==> src/rtl/oric_sdm_dac.sv <==
// Multi-channel sigma-delta audio DAC with strobe-loaded samples and per-channel
// first/second-order modulators. Define SDM_DITHER_EN to add LFSR dither to the second-order path.
module oric_sdm_dac #(
    parameter int CHANNELS  = 2,
    parameter int WIDTH     = 16,
    parameter bit SIGNED_IN = 1'b0
) (
    input  logic                      clk_i,
    input  logic                      res_n_i,
    input  logic                      sample_stb_i,
    input  logic [CHANNELS*WIDTH-1:0] dac_i,
    input  logic [CHANNELS-1:0]       order_i,
    output logic                      busy_o,
    output logic [CHANNELS-1:0]       dac_o
);
    localparam int IW = WIDTH + 3;
    localparam int EW = WIDTH + 5;
    localparam logic signed [EW-1:0] HALF    = EW'(2 ** (WIDTH - 1));
    localparam logic signed [EW-1:0] SAT_MAX = EW'(2 ** (IW - 1) - 1);
    localparam logic signed [EW-1:0] SAT_MIN = EW'(-(2 ** (IW - 1)));

    function automatic logic signed [IW-1:0] sat(input logic signed [EW-1:0] v);
        if (v > SAT_MAX) begin
            return SAT_MAX[IW-1:0];
        end else if (v < SAT_MIN) begin
            return SAT_MIN[IW-1:0];
        end
        return v[IW-1:0];
    endfunction

    // run_q masks a strobe that lands on the first edge after reset release
    logic run_q;
    logic busy_q;
    logic accept;

    assign accept = sample_stb_i & run_q;
    assign busy_o = busy_q;

    always_ff @(posedge clk_i or negedge res_n_i) begin
        if (!res_n_i) begin
            run_q  <= 1'b0;
            busy_q <= 1'b0;
        end else begin
            run_q  <= 1'b1;
            busy_q <= accept;
        end
    end

    logic dith;
`ifdef SDM_DITHER_EN
    logic [15:0] lfsr_q;
    logic [15:0] lfsr_d;

    assign lfsr_d = {1'b0, lfsr_q[15:1]} ^ (lfsr_q[0] ? 16'hB400 : 16'h0000);
    assign dith   = lfsr_q[0];

    always_ff @(posedge clk_i or negedge res_n_i) begin
        if (!res_n_i) begin
            lfsr_q <= 16'hACE1;
        end else begin
            lfsr_q <= lfsr_d;
        end
    end
`else
    assign dith = 1'b0;
`endif

    for (genvar k = 0; k < CHANNELS; k++) begin : g_ch
        logic [WIDTH-1:0]     x_q;
        logic                 m_q;
        logic [WIDTH-1:0]     acc_q;
        logic [WIDTH-1:0]     acc_d;
        logic signed [IW-1:0] i1_q;
        logic signed [IW-1:0] i1_d;
        logic signed [IW-1:0] i2_q;
        logic signed [IW-1:0] i2_d;
        logic                 dac_q;
        logic                 dac_d;

        logic [WIDTH-1:0]     x_in;
        logic                 mode_chg;
        logic [WIDTH:0]       acc_sum;
        logic signed [EW-1:0] xs;
        logic signed [EW-1:0] fb;
        logic signed [EW-1:0] i1_x;
        logic signed [EW-1:0] i2_x;
        logic signed [EW-1:0] i1_nx;
        logic signed [IW-1:0] i1_n;
        logic signed [IW-1:0] i2_n;

        // Two's complement input becomes offset-binary by flipping the MSB
        assign x_in = SIGNED_IN ? {~dac_i[k*WIDTH+WIDTH-1], dac_i[k*WIDTH +: WIDTH-1]}
                                : dac_i[k*WIDTH +: WIDTH];
        assign mode_chg = accept & (order_i[k] != m_q);
        assign dac_o[k] = dac_q;

        always_comb begin
            acc_d   = acc_q;
            i1_d    = i1_q;
            i2_d    = i2_q;
            dac_d   = dac_q;
            acc_sum = {1'b0, acc_q} + {1'b0, x_q};
            xs      = $signed({5'b0, x_q}) - HALF + $signed({{(EW-1){1'b0}}, dith});
            fb      = dac_q ? HALF : -HALF;
            i1_x    = {{(EW-IW){i1_q[IW-1]}}, i1_q};
            i2_x    = {{(EW-IW){i2_q[IW-1]}}, i2_q};
            i1_n    = sat(i1_x + xs - fb);
            i1_nx   = {{(EW-IW){i1_n[IW-1]}}, i1_n};
            i2_n    = sat(i2_x + i1_nx - fb);
            if (mode_chg) begin
                acc_d = '0;
                i1_d  = '0;
                i2_d  = '0;
                dac_d = 1'b0;
            end else if (m_q) begin
                i1_d  = i1_n;
                i2_d  = i2_n;
                dac_d = ~i2_n[IW-1];
            end else begin
                acc_d = acc_sum[WIDTH-1:0];
                dac_d = acc_sum[WIDTH];
            end
        end

        always_ff @(posedge clk_i or negedge res_n_i) begin
            if (!res_n_i) begin
                x_q   <= '0;
                m_q   <= 1'b0;
                acc_q <= '0;
                i1_q  <= '0;
                i2_q  <= '0;
                dac_q <= 1'b0;
            end else begin
                if (accept) begin
                    x_q <= x_in;
                    m_q <= order_i[k];
                end
                acc_q <= acc_d;
                i1_q  <= i1_d;
                i2_q  <= i2_d;
                dac_q <= dac_d;
            end
        end
    end

endmodule
==> config.mk <==
export PLATFORM = sky130hd
export DESIGN_NAME = oric_sdm_dac
export DESIGN_NICKNAME = d
export VERILOG_FILES = /design/src/rtl/oric_sdm_dac.sv
export SDC_FILE = /design/constraint.sdc
export NUM_CORES = 1
export LEC_CHECK = 0
export ABC_AREA = 1
export BUFFER_PORTS_ARGS = -buffer_cell sky130_fd_sc_hd__buf_2
export CAP_MARGIN = 20
export CORE_ASPECT_RATIO = 0.6
export CORE_MARGIN = 8
export CORE_UTILIZATION = 60
export DETAILED_ROUTE_END_ITERATION = 10
export PLACE_DENSITY = 0.77
export SLEW_MARGIN = 40
export SYNTH_ARGS = -nofsm -noshare
export SYNTH_HDL_FRONTEND = slang
export SYNTH_SLANG_ARGS = --single-unit
==> constraint.sdc <==
create_clock -name clk_i -period 5.2 [get_ports clk_i]
set_input_delay 0.52 -clock clk_i [delete_from_list [all_inputs] [get_ports clk_i]]
set_output_delay 0.52 -clock clk_i [all_outputs]
set_load 0.02 [all_outputs]
==> metrics.md, run 1 <==
| Metric | Value |
|---|---|
| Bufs on Longest Clock Path | 2 |
| Max-cap violations | 0 |
| Worst hold path class | input pin to flop |
| GR met2 Demand/Resource | 35.1% |
| Layout cells sized above 1 | roughly a tenth |
| Most Crowded Layer GR | met1 |
| Fmax | 204 MHz |
| Core Area | ~0.024 mm^2 |
| Net Count, Synth | approximately 2.4k |
| Number of global-route vias before repair | 12.7k |
| Synth area leaders | dfrtp_1 25%, nand2_1 21%, ha_1 15% |
| # IOs | 40 |
| Critical path class | flop to flop |
| Htree depth | 4 |
| Starting DRT DRC Count | 1,501 |
| Worst Setup Start Kind | flop |
| CTS Buf Count | 17 |
| Wirelength, routed | 39,000 um |
| Routing usage on met3 | 6.51% |
| Post-synth EDFFs | 0 |
| Routed WL per cell | ~15 um |
| Initial Utilization | between 60 and 70% |
| Area grow syn2layout | 10.7% |
| Largest net degree at the start of global routing | between 100 and 150 |
| CTS tree | built |
| Clock Skews | approximately 0.011 ns |
| Antenna Nets Post-Route | 0 |
| Yosys top cell by area | dfrtp_1 |
| Final net count | 2,502 |
| Synth Cell Area | 0.0144 mm^2 |
| Worst Path Max Fanout | 8 |
| # setup viols final | 0 |
| Grt ovf | 0 |
| Worst path arrival time | 5.24 ns |
| Crit path largest cell delay | 0.48 ns |
| Worst-Margin Slew | 0.839 ns |
| Port bufs | 39 |
| Die area | 0.0294 mm^2 |
| Max Slew Vio Count | 0 |
| Initial antenna violation count | 0 |
| CP Data Required Time | approximately 5.5 ns |
| CP Capture Type | flop |
| # fillers | 2,145 |
| Die Y | roughly 140 um |
| Most used cell, CP | nand2_1 |
| Cell Rows | 44 |
| Register area share after synthesis | ~25% |
| FFs w/ async S/R, synth | 100% |
| Sink Count | 146 |
| Diode count | 0 |
| Post-synth top cells | 816 x nand2_1, 415 x inv_1, 172 x ha_1, 146 x dfrtp_1, 108 x nor2_1 |
| Clk_lat worst skew | 0.45 ns |
| Prevailing post-synth register cell | dfrtp_1 |
| Rel. slew slack | 44.1% |
| Syn avg cell area | 6.49 um^2 |
| All-Layer GR Usage | between 20% and 30% |
| Synth top area share | 25.3% |
| Vias per Instance | approximately 5.4 |
| First-pass GRT wire length | 62,600 um |
| Most numerous cell in the Yosys netlist | nand2_1 |
| Tcrit/Tclk final | 94.3% |
| Die X | 216 um |
| Placer congestion estimate | 0.988 |
| Drt drc | 0 |
| CTS Root Cell | clkbuf_16 |
| Fin. Hold Viols | 0 |
| Flops & latches, synth | 146 |
| Vias | 14.1k |
| Slowest CP cell | fa_1 |
| Synthesized netlist cell count | 2,223 |
| Dpl hpwl | 29,200 um |
| Ys Warns | 0 |
| Pre-CTS setup slack | -0.0709 ns |
| Final Worst Setup Slack | 0.294 ns |
| Tmin final | approximately 4.9 ns |
| TritonRoute pass-1 iters | 7 |
| Clk slew on worst S/H paths | 0.07 ns |
| Post-synth cell types | 47 |
| Met1 usage | 40.9% |
| Status | completed |
| Setup TNS | 0 ns |
[stage by stage]
step	hold slack (ns)	instance area [um^2]	instances	utilization, %
final	0.273	16000	2614	66.8
after global routing	0.281	16000	2614	66.8
after CTS	0.169	15500	2592	64.9
after detailed placement	0.465	14900	2560	62.4
after global placement	0.462	14900	2560	62.4
after floorplan	0.224	14400	2223	-
[sequential cells by signal, summed over array words and instances (netlist names)]
register	flops
g_ch.m_q	2
g_ch.x_q	32
g_ch.dac_q	2
g_ch.i1_q	38
g_ch.acc_q	32
run_q	1
busy_o	1
g_ch.i2_q	38
[timing repair]
action | CTS | global route
resized for setup | 4 | 66
pin swaps | 0 | 8
setup buffers | 0 | 13
hold buffers | 0 | 1
hold endpoints to repair | 0 | 35
cloned | 0 | 7
endpoints found under the setup margin | 24 | 36
[kinds of logic after synthesis]
kind of cell    Yosys count  synth area share [%]
fa+ha+maj               186                  16.9
compound gates          234                  8.83
xor+xnor                 50                  3.03
flops                   146                  25.3
simple gates           1140                  33.1
other cells               1                0.0260
buf+inv                 466                  12.9
[cell type report]
type	instances	area [um^2]	area share [%]
Multi-Input combinational cell	1618	9240	57.9
Clock buffer	18	439	2.75
Clock inverter	14	148	0.924
Timing Repair Buffer	68	449	2.81
Sequential cell	146	3650	22.9
Tap cell	322	403	2.52
Inverter	428	1640	10.2
[layout by cell type, fill, tap and decap left out, types with 21 or more instances in the layout]
| master | count |
|---|---|
| nand2_2 | 32 |
| nor2_1 | 101 |
| nand3_1 | 104 |
| dfrtp_1 | 145 |
| buf_2 | 38 |
| xnor2_1 | 29 |
| xor2_1 | 21 |
| buf_4 | 26 |
| nor2_2 | 21 |
| nand4_1 | 33 |
| o21ai_0 | 88 |
| inv_1 | 412 |
| nand2_1 | 809 |
| a21oi_1 | 86 |
| ha_1 | 158 |
[per-layer routing]
layer  share of wire, %  up-vias
li1                   -     7035
met4                1.1        0
met2                 39      512
met3                 10       50
met1                 50     6487
met5                  0        -
[worst max-delay path: cells and delay by family (launching register included)]
family                     cells  cell delay, ns
and+or+nand+nor               24            2.49
buffers and inverters          3            0.26
DFF                            1            0.42
adders and majority gates      4            1.60
[worst paths after layout]
kind	startpoint	to	slack (ns)	cells past startpoint
max in group asynchronous	res_n_i	g_ch[1].i2_q[2]$_DFFE_PN0P_	3.72	3
worst max register to register	g_ch[1].x_q[15]$_DFFE_PN0P_	g_ch[1].i2_q[3]$_DFFE_PN0P_	0.29	31
worst max-delay path	g_ch[1].x_q[15]$_DFFE_PN0P_	g_ch[1].i2_q[3]$_DFFE_PN0P_	0.29	31
min in group asynchronous	res_n_i	g_ch[0].x_q[12]$_DFFE_PN0P_	0.56	2
worst min-delay path	dac_i[26]	g_ch[1].x_q[10]$_DFFE_PN0P_	0.27	3
worst min register to register	g_ch[1].i2_q[1]$_DFFE_PN0P_	g_ch[1].i2_q[1]$_DFFE_PN0P_	0.48	2
Power of run 1 is not shown: default switching activity piles up to over one toggle a cycle in this logic, so the estimate is an artifact.
==> run 2: changes to the inputs <==
- PLACE_DENSITY: 0.77 -> 0.84
==> metrics.md, run 2 (same netlist as run 1, synthesis figures left out) <==
| Metric | Value |
|---|---|
| Status | completed |
| Delay-heaviest family, CP | simple AND/OR/NAND/NOR gates |
| Antenna Nets Post-Route | 0 (unchanged) |
| Area after DPL | 0.0149 mm^2 (-0.11%) |
| Final hold slack | 0.285 ns (+0.0123 ns) |
| Most used cell, CP | nand2_1 |
| Tmin final | 4.98 ns (+0.0740 ns) |
| Final non-filler cell total | 2,608 (-0.23%) |
| Number of global-route vias before repair | 12.4k (-2.5%) |
| Drt drc | 0 (unchanged) |
| Max-cap violations | 0 (unchanged) |
| CP Data Required Time | 5.52 ns (-0.02 ns) |
| Vias | 14.2k (+1.1%) |
| # IOs | 40 (unchanged) |
| CTS Buf Count | 17 (unchanged) |
| Area grow syn2layout | 10.1% |
| Clk slew on worst S/H paths | 0.06 ns (about the same) |
| Cell Rows | 44 (unchanged) |
| Port bufs | 39 (unchanged) |
| Most common cell after layout, fill and taps aside | nand2_1 |
| Max Slew Vio Count | 0 (unchanged) |
| Htree depth | 4 (unchanged) |
| Clock Skews | 0.0115 ns (+0.000634 ns) |
| TritonRoute pass-1 iters | 7 (unchanged) |
| Wirelength, routed | 39,000 um (about the same) |
| Diode count | 0 (unchanged) |
| Fmax | 201 MHz (-1.5%) |
| Worst hold path class | input pin to flop |
| Final instance area | 0.0159 mm^2 (-0.51%) |
| Dpl hpwl | 28,700 um (-1.7%) |
| Critical path class | flop to flop |
| # setup viols final | 0 (unchanged) |
| All-Layer GR Usage | 25.4% (-0.67 points) |
| Worst path arrival time | 5.30 ns (+0.06 ns) |
| First-pass GRT wire length | 61,400 um (-1.9%) |
| Layout cells sized above 1 | 9.14% (-0.81 points) |
| Initial antenna violation count | 0 (unchanged) |
| Bufs on Longest Clock Path | 2 (unchanged) |
| Routed WL per cell | 15.0 um (+0.17%) |
| Slowest CP cell | fa_2 |
| Final net count | 2,497 (-0.20%) |
| Clk_lat worst skew | 0.45 ns (about the same) |
| Worst-Margin Slew | 0.849 ns (+0.00998 ns) |
| Rel. slew slack | 43.4% (-0.67 points) |
| Vias per Instance | 5.46 (+1.3%) |
| Placer congestion estimate | 0.979 (-0.91%) |
| Largest net degree at the start of global routing | 103 (-3.7%) |
| Die Y | 136 um (unchanged) |
| Die area | 0.0294 mm^2 (unchanged) |
| Worst Setup Start Kind | flop |
| Die X | 216 um (unchanged) |
| CP Capture Type | flop |
| # fillers | 2,047 (-4.6%) |
| Most frequent cells in the layout | 810 x nand2_1, 412 x inv_1, 161 x ha_1, 145 x dfrtp_1, 105 x nand3_1 |
| Crit path largest cell delay | 0.49 ns (about the same) |
| CTS tree | built |
| Flop-to-flop setup slack | 0.22 ns (-0.07 ns) |
| Core Area | 0.0239 mm^2 (unchanged) |
| Grt ovf | 0 (unchanged) |
| Fin. Hold Viols | 0 (unchanged) |
| Tcrit/Tclk final | 95.8% (+1.4 points) |
| Initial Utilization | 60.4% (unchanged) |
| Sink Count | 146 (unchanged) |
| CTS Root Cell | clkbuf_16 |
| Starting DRT DRC Count | 1,766 (+18%) |
| Top Registers | g_ch.i1_q: 38 flops, g_ch.i2_q: 38 flops |
| Worst Path Max Fanout | 17 (+9) |
| Placed insts | 2,558 (-0.078%) |
| Buffer and inverter count on the worst path | 3 (unchanged) |
[run 2: cell types whose count changed in the layout (fill, tap and decap cells not counted), sizes merged]
cell	delta
buf	-5
bufinv	+1
clkbuf	+2
clkinv	-3
clkinvlp	+1
inv	-2
[run 2: worst reg2reg max path, delay by kind of cell, from the launching register on]
| family | cells | cell delay [ns] |
|---|---|---|
| compound gates | 1 | 0.31 |
| fa+ha+maj | 4 | 1.61 |
| buf+inv | 3 | 0.24 |
| flops | 1 | 0.42 |
| simple gates | 23 | 2.26 |
[run 2: what timing repair did]
item	in CTS	in global routing
hold buffers	0	1
gates resized for setup	2	57
cloned	0	7
pin swaps	0	9
setup buffers	0	10
endpoints found under the hold margin	0	30
endpoints found under the setup margin	16	37
[run 2: final cells by class]
class	instances	area, um^2	share of cell area, %
multi-input combinational	1618	9210	57.9
sequential	146	3650	23.0
inverter	428	1620	10.2
clock buffer	20	437	2.75
timing repair buffer	63	437	2.75
tap	322	403	2.54
clock inverter	11	129	0.811
[run 2: path summary, 6_finish.rpt]
check                                        startpoint                            to  depth (start not counted)
max                         g_ch[1].x_q[15]$_DFFE_PN0P_  g_ch[1].i2_q[15]$_DFFE_PN0P_                         31
min                                           dac_i[12]   g_ch[0].x_q[12]$_DFFE_PN0P_                          3
max reg2reg                 g_ch[1].x_q[15]$_DFFE_PN0P_  g_ch[1].i2_q[15]$_DFFE_PN0P_                         31
min reg2reg                g_ch[1].i2_q[13]$_DFFE_PN0P_  g_ch[1].i2_q[13]$_DFFE_PN0P_                          2
max in group asynchronous                       res_n_i  g_ch[0].i1_q[10]$_DFFE_PN0P_                          4
min in group asynchronous                       res_n_i   g_ch[0].x_q[12]$_DFFE_PN0P_                          2
[run 2: per-layer routing]
| metal | wire [um] | global-route usage, % |
|---|---|---|
| met3 | 4230 | 4.69 |
| met2 | 15400 | 35.2 |
| met5 | 0 | 0 |
| met4 | 497 | 5.09 |
| met1 | 18900 | 40.0 |
[run 2: per-stage QoR]
step                      setup WS, ns  util (%)    TNS, ns
after floorplan                  0.757         -          0
after global placement          0.0721      62.3          0
after detailed placement     -0.000690      62.3  -0.000690
after CTS                       0.0148      64.7          0
after global routing            -0.100      66.5      -1.33
final                            0.220      66.5          0
Power of run 2 is left out for the same reason.
==> run 3: changes to the inputs <==
- CORE_UTILIZATION: 60 -> 50
- PLACE_DENSITY: 0.84 -> 0.73
==> metrics.md, run 3 (same netlist as run 1, synthesis figures left out) <==
| Metric | Value |
|---|---|
| Worst path arrival time | 5.22 ns (-0.08 ns) |
| # IOs | 40 (unchanged) |
| Reg-to-reg endpoint | g_ch[1].i2_q[9]$_DFFE_PN0P_ |
| Top Registers | g_ch.i1_q: 38 flops, g_ch.i2_q: 38 flops |
| Die X | 235 um (+8.8%) |
| Starting DRT DRC Count | 1,114 (-37%) |
| Hold Path Depth | 3 (unchanged) |
| Rel. slew slack | 45.4% (+2.0 points) |
| All-Layer GR Usage | 22.3% (-3.1 points) |
| Fmax | 205 MHz (+2.0%) |
| Drt drc | 0 (unchanged) |
| Routed WL per cell | 14.7 um (-1.5%) |
| CP Capture Type | flop |
| Pre-CTS setup slack | -0.0794 ns (-0.0787 ns) |
| Placed insts | 2,618 (+2.3%) |
| Worst setup endpoint | g_ch[1].i2_q[9]$_DFFE_PN0P_ |
| Final non-filler cell total | 2,664 (+2.1%) |
| Tmin final | 4.88 ns (-0.0960 ns) |
| Slowest CP cell | fa_1 |
| # setup viols final | 0 (unchanged) |
| RSZ-0062 raised after global routing | true |
| Number of global-route vias before repair | 12.4k (unchanged) |
| Htree depth | 4 (unchanged) |
| Wirelength, routed | 39,300 um (+0.63%) |
| Max-cap violations | 0 (unchanged) |
| Final net count | 2,499 (+0.080%) |
| Clk slew on worst S/H paths | 0.07 ns (about the same) |
| Worst hold path class | input pin to flop |
| Sink Count | 146 (unchanged) |
| Cell Rows | 48 (+9.1%) |
| Critical path class | flop to flop |
| Max Slew Vio Count | 0 (unchanged) |
| Worst Path Max Fanout | 17 (unchanged) |
| Crit path largest cell delay | 0.49 ns (about the same) |
| Clock Skews | 0.00989 ns (-0.00165 ns) |
| Most frequent cells in the layout | 809 x nand2_1, 412 x inv_1, 157 x ha_1, 144 x dfrtp_1 |
| CP Data Required Time | 5.53 ns (about the same) |
| CTS Buf Count | 17 (unchanged) |
| Area grow syn2layout | 11.0% |
| Die area | 0.0347 mm^2 (+18%) |
| CTS Root Cell | clkbuf_16 |
| Die Y | 148 um (+8.4%) |
| Status | completed |
| Initial antenna violation count | 0 (unchanged) |
| Layout cells sized above 1 | 9.48% (+0.34 points) |
| R2r worst-path depth | 31 (unchanged) |
| R2r startpoint | g_ch[1].x_q[15]$_DFFE_PN0P_ |
| Worst Setup Start Kind | flop |
| Fin. Hold Viols | 0 (unchanged) |
| Core Area | 0.0286 mm^2 (+20%) |
| Largest net degree at the start of global routing | 109 (+5.8%) |
| Placer congestion estimate | 0.947 (-3.3%) |
| Bufs on Longest Clock Path | 2 (unchanged) |
| Worst-Margin Slew | 0.817 ns (-0.0313 ns) |
| Clk_lat worst skew | 0.45 ns (about the same) |
| Vias per Instance | 5.21 (-4.7%) |
| Port bufs | 39 (unchanged) |
| Most used cell, CP | nand2_1 |
| Antenna Nets Post-Route | 0 (unchanged) |
| Critical Path Start | g_ch[1].x_q[15]$_DFFE_PN0P_ |
| Grt ovf | 0 (unchanged) |
| Initial Utilization | 50.5% (-9.9 points) |
| Flop-to-flop setup slack | 0.32 ns (+0.10 ns) |
| First-pass GRT wire length | 63,200 um (+2.9%) |
| CTS tree | built |
| Most common cell after layout, fill and taps aside | nand2_1 |
| Dpl hpwl | 30,100 um (+4.6%) |
| Final Worst Setup Slack | 0.316 ns (+0.0960 ns) |
| Diode count | 0 (unchanged) |
| Vias | 13.9k (-2.6%) |
| Tcrit/Tclk final | 93.9% (-1.8 points) |
| TritonRoute pass-1 iters | 8 (+1) |
[run 3: how the worst min path moves through the flow]
stage                                start                            end  slack (ns)
2_1_floorplan                      res_n_i               busy_o$_DFF_PN0_        0.22
3_3_place_gp   g_ch[1].i2_q[2]$_DFFE_PN0P_    g_ch[1].i2_q[2]$_DFFE_PN0P_        0.46
3_5_place_dp   g_ch[1].i1_q[4]$_DFFE_PN0P_    g_ch[1].i1_q[4]$_DFFE_PN0P_        0.47
4_1_cts                            res_n_i  g_ch[0].acc_q[12]$_DFFE_PN0P_        0.17
5_1_grt                          dac_i[13]    g_ch[0].x_q[13]$_DFFE_PN0P_        0.28
6_report                         dac_i[31]    g_ch[1].x_q[15]$_DFFE_PN0P_        0.28
[run 3: critical path, delay by kind of cell (launching register included)]
kind,cells,cell delay [ns]
simple gates,23,2.38
fa+ha+maj,4,1.62
flops,1,0.39
buf+inv,4,0.36
[run 3: final cells by class]
cell class                      count  area, um^2
Fill cell                        2727       12600
Multi-Input combinational cell   1616        9220
Sequential cell                   146        3660
Inverter                          428        1630
Timing Repair Buffer               67         479
Tap cell                          375         469
Clock buffer                       21         450
Clock inverter                     11         125
[run 3: layer usage]
layer	routed length (um)	GRT usage, %	up-vias
met1	21000	36.3	6361
met4	520	5.20	0
met3	3090	3.89	37
met2	14700	29.2	482
li1	-	-	6990
met5	0	0	-
[run 3: per-stage QoR]
| step | hold WS [ns] | area (um^2) | utilization (%) | setup TNS [ns] |
|---|---|---|---|---|
| 6_report | 0.280 | 16000 | 56.0 | 0 |
| 3_3_place_gp | 0.462 | 15000 | 52.6 | 0 |
| 5_1_grt | 0.275 | 16000 | 56.0 | -0.278 |
| 2_1_floorplan | 0.224 | 14400 | - | 0 |
| 3_5_place_dp | 0.465 | 15000 | 52.6 | -1.01 |
| 4_1_cts | 0.174 | 15600 | 54.7 | 0 |
[run 3: timing repair]
item,CTS,global route
hold buffers,0,1
cloned,0,5
pin swaps,0,8
gates resized for setup,1,60
hold endpoints to repair,0,34
endpoints found under the setup margin,17,37
setup buffers,0,7
Power of run 3 is left out for the same reason.
